File: src/rtl/cache_mem_arbiter_pkg.sv
// Shared encodings for the cache-to-bridge memory arbiter.
package cache_mem_arbiter_pkg;

    localparam int LINE_OFS = 4;

    localparam logic [2:0] TYPE_LINE = 3'b100;
    localparam logic [2:0] TYPE_WORD = 3'b010;

    typedef enum logic [1:0] {
        R_IDLE,
        R_REQ,
        R_RET
    } rd_state_t;

    typedef enum logic [1:0] {
        W_IDLE,
        W_SEND,
        W_WAIT
    } wr_state_t;

    typedef enum logic {
        OWN_IC,
        OWN_DC
    } owner_t;

endpackage

File: src/rtl/cache_mem_arbiter_rr_arb2.sv
// Two-way round-robin arbiter; bit 0 is favoured after reset.
module rr_arb2 (
    input  logic       clk,
    input  logic       resetn,
    input  logic [1:0] req,
    input  logic       en,
    output logic [1:0] gnt
);

    // set when req[1] won the most recent grant
    logic last_q;

    always_comb begin
        gnt = req;
        if (req == 2'b11) begin
            gnt = last_q ? 2'b01 : 2'b10;
        end
    end

    always_ff @(posedge clk or negedge resetn) begin
        if (!resetn) begin
            last_q <= 1'b1;
        end else if (en && (|gnt)) begin
            last_q <= gnt[1];
        end
    end

endmodule

File: src/rtl/cache_mem_arbiter.sv
// Arbitrates icache/dcache read bursts and dcache write-backs onto the bridge.
module cache_mem_arbiter #(
    parameter int LINE_OFS = cache_mem_arbiter_pkg::LINE_OFS
) (
    input  logic         clk,
    input  logic         resetn,

    input  logic         ic_rd_req,
    input  logic [2:0]   ic_rd_type,
    input  logic [31:0]  ic_rd_addr,
    output logic         ic_rd_rdy,
    output logic         ic_ret_valid,
    output logic         ic_ret_last,
    output logic [31:0]  ic_ret_data,

    input  logic         dc_rd_req,
    input  logic [2:0]   dc_rd_type,
    input  logic [31:0]  dc_rd_addr,
    output logic         dc_rd_rdy,
    output logic         dc_ret_valid,
    output logic         dc_ret_last,
    output logic [31:0]  dc_ret_data,

    input  logic         dc_wr_req,
    input  logic [2:0]   dc_wr_type,
    input  logic [31:0]  dc_wr_addr,
    input  logic [3:0]   dc_wr_wstrb,
    input  logic [127:0] dc_wr_data,
    output logic         dc_wr_rdy,

    output logic         mem_rd_req,
    output logic [2:0]   mem_rd_type,
    output logic [31:0]  mem_rd_addr,
    input  logic         mem_rd_rdy,
    input  logic         mem_ret_valid,
    input  logic         mem_ret_last,
    input  logic [31:0]  mem_ret_data,

    output logic         mem_wr_req,
    output logic [2:0]   mem_wr_type,
    output logic [31:0]  mem_wr_addr,
    output logic [3:0]   mem_wr_wstrb,
    output logic [127:0] mem_wr_data,
    input  logic         mem_wr_rdy,
    input  logic         mem_wr_done
);

    import cache_mem_arbiter_pkg::*;

    rd_state_t    r_state;
    rd_state_t    r_next;
    wr_state_t    w_state;
    wr_state_t    w_next;

    owner_t       owner_q;
    logic [2:0]   r_type_q;
    logic [31:0]  r_addr_q;

    logic [2:0]   w_type_q;
    logic [31:0]  w_addr_q;
    logic [3:0]   w_wstrb_q;
    logic [127:0] w_data_q;

    logic         w_busy;
    logic         ic_haz;
    logic         dc_haz;
    logic [1:0]   elig;
    logic [1:0]   gnt;
    logic         grant_en;
    logic         w_latch;

    // a read to the line being written back waits until the write completes
    assign w_busy = (w_state != W_IDLE);
    assign ic_haz = w_busy &&
        (ic_rd_addr[31:LINE_OFS] == w_addr_q[31:LINE_OFS]);
    assign dc_haz = w_busy &&
        (dc_rd_addr[31:LINE_OFS] == w_addr_q[31:LINE_OFS]);

    assign elig = {dc_rd_req && !dc_haz, ic_rd_req && !ic_haz};

    rr_arb2 u_rr_arb2 (
        .clk    (clk),
        .resetn (resetn),
        .req    (elig),
        .en     (grant_en),
        .gnt    (gnt)
    );

    always_ff @(posedge clk or negedge resetn) begin
        if (!resetn) begin
            r_state <= R_IDLE;
        end else begin
            r_state <= r_next;
        end
    end

    always_comb begin
        r_next   = r_state;
        grant_en = 1'b0;
        unique case (r_state)
            R_IDLE: begin
                if (|gnt) begin
                    r_next   = R_REQ;
                    grant_en = 1'b1;
                end
            end
            R_REQ: begin
                if (mem_rd_rdy) begin
                    r_next = R_RET;
                end
            end
            R_RET: begin
                if (mem_ret_valid && mem_ret_last) begin
                    r_next = R_IDLE;
                end
            end
            default: r_next = R_IDLE;
        endcase
    end

    always_ff @(posedge clk or negedge resetn) begin
        if (!resetn) begin
            owner_q  <= OWN_IC;
            r_type_q <= '0;
            r_addr_q <= '0;
        end else if (grant_en) begin
            owner_q  <= gnt[1] ? OWN_DC : OWN_IC;
            r_type_q <= gnt[1] ? dc_rd_type : ic_rd_type;
            r_addr_q <= gnt[1] ? dc_rd_addr : ic_rd_addr;
        end
    end

    logic in_req;
    logic in_ret;
    logic own_ic;
    logic own_dc;

    assign in_req = (r_state == R_REQ);
    assign in_ret = (r_state == R_RET);
    assign own_ic = (owner_q == OWN_IC);
    assign own_dc = (owner_q == OWN_DC);

    assign mem_rd_req  = in_req;
    assign mem_rd_type = r_type_q;
    assign mem_rd_addr = r_addr_q;

    assign ic_rd_rdy = in_req && own_ic && mem_rd_rdy;
    assign dc_rd_rdy = in_req && own_dc && mem_rd_rdy;

    // returns outside a burst (e.g. stragglers after reset) are dropped
    assign ic_ret_valid = in_ret && own_ic && mem_ret_valid;
    assign ic_ret_last  = in_ret && own_ic && mem_ret_last;
    assign ic_ret_data  = (in_ret && own_ic) ? mem_ret_data : '0;
    assign dc_ret_valid = in_ret && own_dc && mem_ret_valid;
    assign dc_ret_last  = in_ret && own_dc && mem_ret_last;
    assign dc_ret_data  = (in_ret && own_dc) ? mem_ret_data : '0;

    always_ff @(posedge clk or negedge resetn) begin
        if (!resetn) begin
            w_state <= W_IDLE;
        end else begin
            w_state <= w_next;
        end
    end

    always_comb begin
        w_next  = w_state;
        w_latch = 1'b0;
        unique case (w_state)
            W_IDLE: begin
                if (dc_wr_req) begin
                    w_next  = W_SEND;
                    w_latch = 1'b1;
                end
            end
            W_SEND: begin
                if (mem_wr_rdy) begin
                    w_next = W_WAIT;
                end
            end
            W_WAIT: begin
                if (mem_wr_done) begin
                    w_next = W_IDLE;
                end
            end
            default: w_next = W_IDLE;
        endcase
    end

    always_ff @(posedge clk or negedge resetn) begin
        if (!resetn) begin
            w_type_q  <= '0;
            w_addr_q  <= '0;
            w_wstrb_q <= '0;
            w_data_q  <= '0;
        end else if (w_latch) begin
            w_type_q  <= dc_wr_type;
            w_addr_q  <= dc_wr_addr;
            w_wstrb_q <= dc_wr_wstrb;
            w_data_q  <= dc_wr_data;
        end
    end

    assign mem_wr_req   = (w_state == W_SEND);
    assign mem_wr_type  = w_type_q;
    assign mem_wr_addr  = w_addr_q;
    assign mem_wr_wstrb = w_wstrb_q;
    assign mem_wr_data  = w_data_q;

    // held low while reset is asserted so every output reads zero
    assign dc_wr_rdy = resetn && (w_state == W_IDLE);

endmodule

File: config.mk
export PLATFORM = sky130hd
export DESIGN_NAME = cache_mem_arbiter
export DESIGN_NICKNAME = d
export VERILOG_FILES = /design/src/rtl/cache_mem_arbiter_pkg.sv /design/src/rtl/cache_mem_arbiter_rr_arb2.sv /design/src/rtl/cache_mem_arbiter.sv
export SDC_FILE = /design/constraint.sdc
export NUM_CORES = 1
export LEC_CHECK = 0
export CAP_MARGIN = 30
export CORE_AREA = 3 3 213 215
export DETAILED_ROUTE_END_ITERATION = 6
export DIE_AREA = 0 0 216 218
export GPL_TIMING_DRIVEN = 0
export PLACE_DENSITY = 0.56
export SLEW_MARGIN = 20
export SYNTH_ARGS = -nofsm -noshare
export SYNTH_HDL_FRONTEND = slang
export SYNTH_SLANG_ARGS = --single-unit
File: constraint.sdc
create_clock -name clk -period 3.5 [get_ports clk]
set_input_delay 1.05 -clock clk [delete_from_list [all_inputs] [get_ports clk]]
set_output_delay 1.05 -clock clk [all_outputs]
set_load 0.02 [all_outputs]
* Word-level counts from Yosys, hierarchy flattened
Index checks and enable logic that the tools add are counted.
** Word-level totals
- Bits in registers :: 208
- Word-level logic and storage cells :: 68
** Cells by class
- Equality and inequality tests :: 13
- Multiplexer cells :: 19
- Bitwise gates (word level) :: 1
- Reductions and logical operators :: 25
** Operators by type and width (number)
- 2-to-1 mux 32 bit :: 3
- == test 28 bit :: 2
- logical AND 1 bit :: 17
- 2-to-1 mux 2 bit :: 8
- case mux 2 bit (3 select lines) :: 2
- != test 2 bit, second input constant :: 4
- == test 2 bit, second input constant :: 3
- AND reduction 3 bit :: 2
- 2-to-1 mux 1 bit :: 5
- == test 2 x 1 -> 1 bit, second input constant :: 2
- zero test 2 bit :: 2
- != test 2 x 1 -> 1 bit, second input constant :: 2
- 2-to-1 mux 3 bit :: 1
- zero test 1 bit :: 2
- nonzero test 2 bit :: 1
- OR reduction 2 bit :: 1
- NOT 1 bit :: 1

* Depth between registers and ports, before layout
Gate-level depths: netlist (run 1).
- Depth after elaboration :: 10
- Mapped depth :: 8

* Modules after synthesis
From an unflattened synthesis (run 1), not the netlist that was laid out.
** Unflattened totals
- Cells, all modules :: 689
- Area total of the unflattened synthesis :: 9711.8 um^2
** Modules (own cells, without submodules)
- cache_mem_arbiter :: instances 1, cells an instance 683, area each 9655.5 um^2, sequential area each 5180.0 um^2
- rr_arb2 :: instances 1, cells an instance 6, area each 56.3 um^2, sequential area each 26.3 um^2

* Worst setup path after synthesis (run 1)
No wires, ideal clock.
- Path kind :: input-to-reg
- Start point :: input ic_rd_addr[25]
- End point :: register r_addr_q[0] (netlist: mem_rd_addr[0])
- Setup time :: 0.123 ns
- Arrival :: 2.509 ns
- Data required time :: 3.377 ns
- Setup slack :: 0.868 ns
- Stages :: 8
- Buffers on the path :: 2
- Cell sequence :: xnor2_1 > nand4_1 > nor4_2 > a21oi_1 > or3_1 > buf_6 > buf_6 > o221a_1
** Between the ends
- Word-level cells in the longest chain between the ends :: 9
- Elaborated cells on any way between the ends :: 10
- Those cells by class :: 2 x eq/ne; 4 x mux; 4 x reduce/logical
** RTL lines
- start: declaration :: RTL line cache_mem_arbiter.sv:10 : input logic [31:0] ic_rd_addr,
- == test 28 bit * :: RTL line cache_mem_arbiter.sv:75 : (ic_rd_addr[31:LINE_OFS] == w_addr_q[31:LINE_OFS]);
- logical AND 1 bit * :: RTL line cache_mem_arbiter.sv:74 : assign ic_haz = w_busy &&
- zero test 1 bit * :: RTL line cache_mem_arbiter.sv:79 : assign elig = {dc_rd_req && !dc_haz, ic_rd_req && !ic_haz};
- logical AND 1 bit * :: RTL line cache_mem_arbiter.sv:79
- == test 2 bit :: RTL line cache_mem_arbiter_rr_arb2.sv:15 : if (req == 2'b11) begin
- 2-to-1 mux 2 bit * :: RTL line cache_mem_arbiter_rr_arb2.sv:15
- OR reduction 2 bit :: RTL line cache_mem_arbiter.sv:102 : if (|gnt) begin
- 2-to-1 mux 1 bit :: RTL line cache_mem_arbiter.sv:102
- 2-to-1 mux 1 bit :: RTL line cache_mem_arbiter.sv:100 : unique case (r_state)
- end signal: assignment :: RTL line cache_mem_arbiter.sv:129 : r_addr_q <= gnt[1] ? dc_rd_addr : ic_rd_addr;
- end: declaration :: RTL line cache_mem_arbiter.sv:57 : logic [31:0] r_addr_q;
Mark *: on every way between the ends. The rest lies on a longest branch, timed or not.
A chain may end at the register's enable or synchronous reset.

* Worst setup path in the final report (run 1)
- Start point :: input mem_rd_rdy
- End point :: output dc_rd_rdy
** Between the ends
- Word-level cells in the longest chain between the ends :: 1
** RTL lines
- start: declaration :: RTL line cache_mem_arbiter.sv:34 : input logic mem_rd_rdy,
- logical AND 1 bit :: RTL line cache_mem_arbiter.sv:148 : assign dc_rd_rdy = in_req && own_dc && mem_rd_rdy;
- end: declaration :: RTL line cache_mem_arbiter.sv:19 : output logic dc_rd_rdy,
No other way between the ends.

==> results.md, run 1 <==
* Outcome: completed
* Pre-CTS WS at -0.429 ns
* Clock buffer depth at 3
* TritonCTS clock tree: done
* Final Net Count at 1531
* Vias in the first global route at 8473
* GRT overflow at 0
* Vias at 7804
* Vias per cell at 4.18
* Floorplan die height at 218 microns
* GR Layer Usage met1 at 0.194
* Top Usage Layer GRT: met2
* Max-Cap Viols at 0
* Post-detail-place hpwl at 32200 microns
* Min-Delay Path Class: primary input to asynchronous set/reset pin
* Yosys cell types at 33
* Num rows at 77
* Most common cell after layout, fill and taps aside: clkdlybuf4s50_1
* Fraction of layout instances using a drive strength above 1 at 0.203
* Die area at 47100 sq um
* Largest net degree at the start of global routing at 75
* Final non-filler cell total at 1865
* M3 GR Usage at 0.0415
* Starting Density at 0.209
* Cell count after placement at 1810
* Aggregate routed wire length at 40500 microns
* Clock slew at reported path FFs at 0.06 ns
* Kind of critical path: primary input to primary output
* IO Count at 554
* Post-CTS Hold Buffers at 0
* Tcrit/Tclk final at 0.978
* Worst Clk Skew at 0.00571 ns
* Warnings from Yosys at 0
* CTS Buf Count at 26
* Port Buffers at 553
* Total track usage at 0.163
* Reg2Reg Launch Point: mem_wr_addr[12]
* Most frequent cells in the layout: 521 x clkdlybuf4s50_1, 207 x dfrtp_1, 167 x mux2_2, 70 x and2_1, 35 x nand3b_1
* CP Data Arrival Time at 2.37 ns
* Ys flop type: dfrtp_1
* ANT nets after route at 0
* Peak supply drop at 0.000483 V
* CP max FO at 3
* Max_slew headroom at 0.517
* Worst skew pair latency at 0.54 ns
* CP Capture Type: primary output
* EDFF count, synth at 0
* RD Place Congestion at 0.848
* Mapped Area at 9170 sq um
* H-tree depth at 1
* Setup ws final at 0.0787 ns
* Initial antenna violation count at 2
* Tightest Pin Transition at 0.718 ns
* Initial DRC count at 304
* Area Overhead vs Synth at 81.7%
* Final Util at 0.379
* WP data required at 2.45 ns
* TritonCTS sink count at 208
* Yosys reg bits at 208
* Critical Path Source: mem_rd_rdy
* Clk root buf: clkbuf_16
* DRC viols at 0
* Leak at 6.99 nW
* PD cells at 923 nW/um^2
* Final Critical Period at 3.42 ns
* Core area at 43900 sq um
* Post-synthesis sequential area ratio at 0.568
* Hold Fails Final Rpt at 0
* Synth Instances at 661
* Async SR Flop Fraction at 1.00
* Initial DRT Pass Iterations at 5
* TNS Setup at 0 ns
* First-pass GRT wire length at 57300 microns
* Die X-Extent at 216 microns
* Final setup viols at 0
* Post-DR wirelength/cell at 21.7 microns
* Critical Path Source Type: primary input
* M2 GR Usage at 0.291
* Peak Freq at 0.292 GHz
* Syn Nets at 940
* Post-Syn Area per Cell at 13.9 sq um
* Final Slew Violations at 0
==> where the power goes <==
| group | total [mW] | switching, mW | internal (mW) |
|---|---|---|---|
| Clock | 2.84 | 1.09 | 1.75 |
| Combinational | 8.02 | 3.93 | 4.09 |
| Sequential | 4.53 | 0.893 | 3.64 |
| Total | 15.4 | 5.91 | 9.47 |
==> synthesized netlist by cell type (all sizes together) (2+ instances only) <==
| master | number | area share |
|---|---|---|
| nor3b | 2 | 0.0016 |
| nor2b | 3 | 0.0020 |
| nand3b | 35 | 0.029 |
| nand2 | 6 | 0.0025 |
| o221a | 35 | 0.043 |
| nand4 | 8 | 0.0055 |
| nor4 | 8 | 0.0068 |
| xor2 | 28 | 0.027 |
| xnor2 | 28 | 0.027 |
| inv | 3 | 0.0012 |
| and2 | 70 | 0.048 |
| o21ai | 3 | 0.0020 |
| clkbuf | 18 | 0.0074 |
| nor2 | 7 | 0.0029 |
| a21o | 2 | 0.0016 |
| dfrtp | 207 | 0.56 |
| mux2 | 167 | 0.21 |
| buf | 20 | 0.013 |
| a21oi | 3 | 0.0020 |
==> state kept, by name, indices dropped and copies added, names as in the netlist, 2 cells and up <==
name,cells
mem_wr_addr,32
r_state,2
mem_wr_data,128
w_state,2
mem_rd_type,3
mem_rd_addr,32
mem_wr_type,3
mem_wr_wstrb,4
==> critical path: stages <==
cell             delay (ns)
clkdlybuf4s50_1        0.48
nand2_1                0.09
nor2_1                 0.10
clkdlybuf4s50_1        0.64
==> layout make-up <==
| class | count | area (sq um) |
|---|---|---|
| flip-flops and latches | 208 | 5210 |
| clock inverters | 8 | 126 |
| clock buffers | 39 | 779 |
| inverters | 3 | 11.3 |
| repair buffers | 563 | 5790 |
| multi-input cells | 412 | 3790 |
| diodes | 2 | 5.00 |
| well taps | 592 | 741 |
| fillers | 4318 | 27300 |
| plain buffers | 38 | 213 |
==> worst paths after layout <==
| check | slack, ns | depth (start not counted) | endpoint |
|---|---|---|---|
| worst max register to register | 0.58 | 7 | mem_rd_type[2] |
| max in group asynchronous | 2.43 | 2 | r_state[1] |
| worst min-delay path | 0.37 | 1 | mem_wr_data[104] |
| worst max-delay path | 0.08 | 4 | dc_rd_rdy |
| min in group clk | 0.50 | 1 | mem_wr_data[74] |
| worst min register to register | 0.50 | 1 | mem_wr_data[74] |
==> logic make-up after synthesis <==
family	Yosys count	share of synthesized area
compound gates	46	0.0517
xor+xnor	56	0.0535
buf+inv	41	0.0218
flops	208	0.568
mux	167	0.205
simple gates	143	0.100
==> per-stage QoR <==
| stage | power (mW) | hold WS [ns] | cell area (sq um) |
|---|---|---|---|
| after global placement | 12.5 | 0.487 | 15400 |
| final | 15.4 | 0.370 | 16700 |
| after CTS | 15.6 | 0.374 | 16600 |
| after global routing | 16.2 | 0.359 | 16700 |
| after floorplan | 8.35 | 0.480 | 9170 |
| after detailed placement | 12.6 | 0.494 | 15500 |
==> timing repair <==
action	4_1_cts	5_1_grt
gates cloned	2	0
hold endpoints to repair	0	0
endpoints found under the setup margin	69	53
gates resized for setup	19	36
buffers inserted	3	1
pin swaps	1	1
==> per-layer routing <==
layer / wire length [microns] / share of wire
met3: 2950 / 0.073
met2: 20500 / 0.51
met4: 923 / 0.023
met5: 0 / 0
met1: 16100 / 0.40
(Power assumes the default switching activity.)
==> run 2: changes to the inputs <==
--- a/config.mk
+++ b/config.mk
@@ -10,7 +10,7 @@
 export DETAILED_ROUTE_END_ITERATION = 6
 export DIE_AREA = 0 0 216 218
 export GPL_TIMING_DRIVEN = 0
-export PLACE_DENSITY = 0.56
+export PLACE_DENSITY = 0.58
 export SLEW_MARGIN = 20
 export SYNTH_ARGS = -nofsm -noshare
 export SYNTH_HDL_FRONTEND = slang
==> constraint.sdc (replaced) <==
create_clock -name clk -period 3.12 [get_ports clk]
set_input_delay 0.936 -clock clk [delete_from_list [all_inputs] [get_ports clk]]
set_output_delay 0.936 -clock clk [all_outputs]
set_load 0.02 [all_outputs]
==> run 2 against run 1 <==
- combinational power grew 11%
- critical path depth grew 4
- utilization shrank 0.13 points
- clock power grew 9.9%
- cell area shrank 0.33%
- sequential power grew 13%
- clock skew grew 0.0017 ns
- sequential share of layout area grew 0.10 points
- power grew 12%
==> results.md, run 2 (synthesis results as in run 1) <==
* Outcome: completed
* TritonCTS sink count at 208
* Fill cells at 4359
* Initial antenna violation count at 2
* DRC viols at 0
* Min-Delay Path Class: primary input to asynchronous set/reset pin
* Post-detail-place hpwl at 32500 microns
* Clk root buf: clkbuf_16
* TNS Setup at 0 ns
* Peak supply drop at 0.000474 V
* ANT nets after route at 0
* WP data required at 3.56 ns
* Aggregate routed wire length at 41100 microns
* Vias per cell at 4.21
* Clock buffer depth at 3
* Vias in the first global route at 8306
* Post-DR wirelength/cell at 22.0 microns
* CTS Buf Count at 27
* Critical Path Source Type: primary input
* Kind of critical path: primary input to flip-flop
* CP Cell Sequence: clkdlybuf4s50_1 > xor2_1 > nor4_1 > nand4_1 > nor2_1 > o21bai_4 > buf_2 > o221a_1
* Final Instance Area at 16600 sq um
* Register-to-register setup slack at 0.37 ns
* Worst Clk Skew at 0.00740 ns
* Vias at 7861
* Largest net degree at the start of global routing at 75
* Tcrit/Tclk final at 0.976
* Total track usage at 0.166
* GRT overflow at 0
* CP Capture Type: flip-flop
* Hold Fails Final Rpt at 0
* Slowest CP cell: clkdlybuf4s50_1
* RD Place Congestion at 0.826
* Floorplan die height at 218 microns
* H-tree depth at 1
* Num rows at 77
* Leak at 6.88 nW
* Die area at 47100 sq um
* Buf+Inv Stages, Crit Path at 2
* Final Net Count at 1533
* Top delay family on crit path: simple AND/OR/NAND/NOR gates
* Initial DRT Pass Iterations at 4
* Tightest Pin Transition at 0.709 ns
* TritonCTS clock tree: done
* Final setup viols at 0
* Most frequent cells in the layout: 481 x clkdlybuf4s50_1, 207 x dfrtp_1, 167 x mux2_2, 70 x and2_1, 64 x dlygate4sd2_1
* CP Data Arrival Time at 3.48 ns
* Multi-input logic area at 3850 sq um
* Max reg flops at 128
* CP max FO at 10
* Crit path largest cell delay at 0.45 ns
* Post-CTS Hold Buffers at 0
* RR Endpoint: mem_wr_data[116]
* Max_slew headroom at 0.522
* Core area at 43900 sq um
* Worst skew pair latency at 0.56 ns
* Peak Freq at 0.328 GHz
* First-pass GRT wire length at 58200 microns
* Most common cell after layout, fill and taps aside: clkdlybuf4s50_1
* Area Overhead vs Synth at 81.1%
* Placement Cell Area at 15500 sq um
* Worst reg2reg path depth at 6
* Final Critical Period at 3.04 ns
* IO Count at 554
* Fraction of layout instances using a drive strength above 1 at 0.212
* Initial DRC count at 338
* Max-Cap Viols at 0
* Starting Density at 0.209
* Final Slew Violations at 0
* Register area at 5210 sq um
* Final Power at 17.2 mW
* Die X-Extent at 216 microns
* Port Buffers at 553
* Clock slew at reported path FFs at 0.06 ns
* Reg2Reg Launch Point: w_state[1]
* PD cells at 1030 nW/um^2
[run 2: worst max-delay path by stage]
stage                    from         endpoint  slack, ns  cells past startpoint
6_report       dc_rd_addr[19]  mem_rd_addr[14]       0.08                      8
5_1_grt        dc_rd_addr[19]  mem_rd_addr[16]     -0.007                      8
4_1_cts            r_state[0]     ic_ret_valid      0.002                      4
3_5_place_dp   dc_rd_addr[17]   mem_rd_type[2]      -0.77                      8
3_3_place_gp           resetn  mem_rd_addr[27]      -8.43                      1
2_1_floorplan  ic_rd_addr[25]   mem_rd_addr[0]       0.60                      8
[run 2: where the power goes]
group | switching, mW | total, mW | internal, mW | leakage, nW
clock network | 1.28 | 3.12 | 1.85 | 0.448
logic | 4.40 | 8.94 | 4.54 | 4.04
registers | 1.03 | 5.11 | 4.08 | 2.40
[run 2: repair_timing]
item,CTS,global route
gates cloned,3,0
setup buffers,4,0
setup endpoints to repair,100,36
pin swaps,2,0
resized for setup,91,14
[run 2: area by class of cell]
class	instances	area share
Buffer	38	0.0132
Clock inverter	11	0.00618
Sequential cell	208	0.313
Inverter	3	0.000678
Timing Repair Buffer	564	0.342
Antenna cell	2	0.000301
Clock buffer	38	0.0474
Multi-Input combinational cell	412	0.232
Tap cell	592	0.0446
[run 2: metal layers]
metal / routed length, microns / vias up / share of wire / global-route usage
met5: 0 / - / 0 / 0
met4: 870 / 0 / 0.021 / 0.0429
met3: 3050 / 53 / 0.074 / 0.0456
met2: 20900 / 336 / 0.51 / 0.293
met1: 16200 / 3908 / 0.40 / 0.199
li1: - / 3564 / - / -
[run 2: worst reg2reg max path: stages (launching register included)]
cell and delay, ns:
dfrtp_1 0.41, nor2_1 0.29, and2_1 0.17, clkbuf_1 0.30, clkbuf_1 0.47, clkbuf_1 0.59
mux2_2 0.41
[run 2: per-stage QoR]
step                      utilization  instances  hold WS, ns  setup WS (ns)
after detailed placement        0.353       1810        0.494         -0.768
after global routing            0.378       1868        0.204       -0.00699
after CTS                       0.376       1866        0.191        0.00203
final                           0.378       1868        0.227         0.0755
after floorplan                     -        661        0.480          0.602
after global placement          0.352       1806        0.489          -8.43
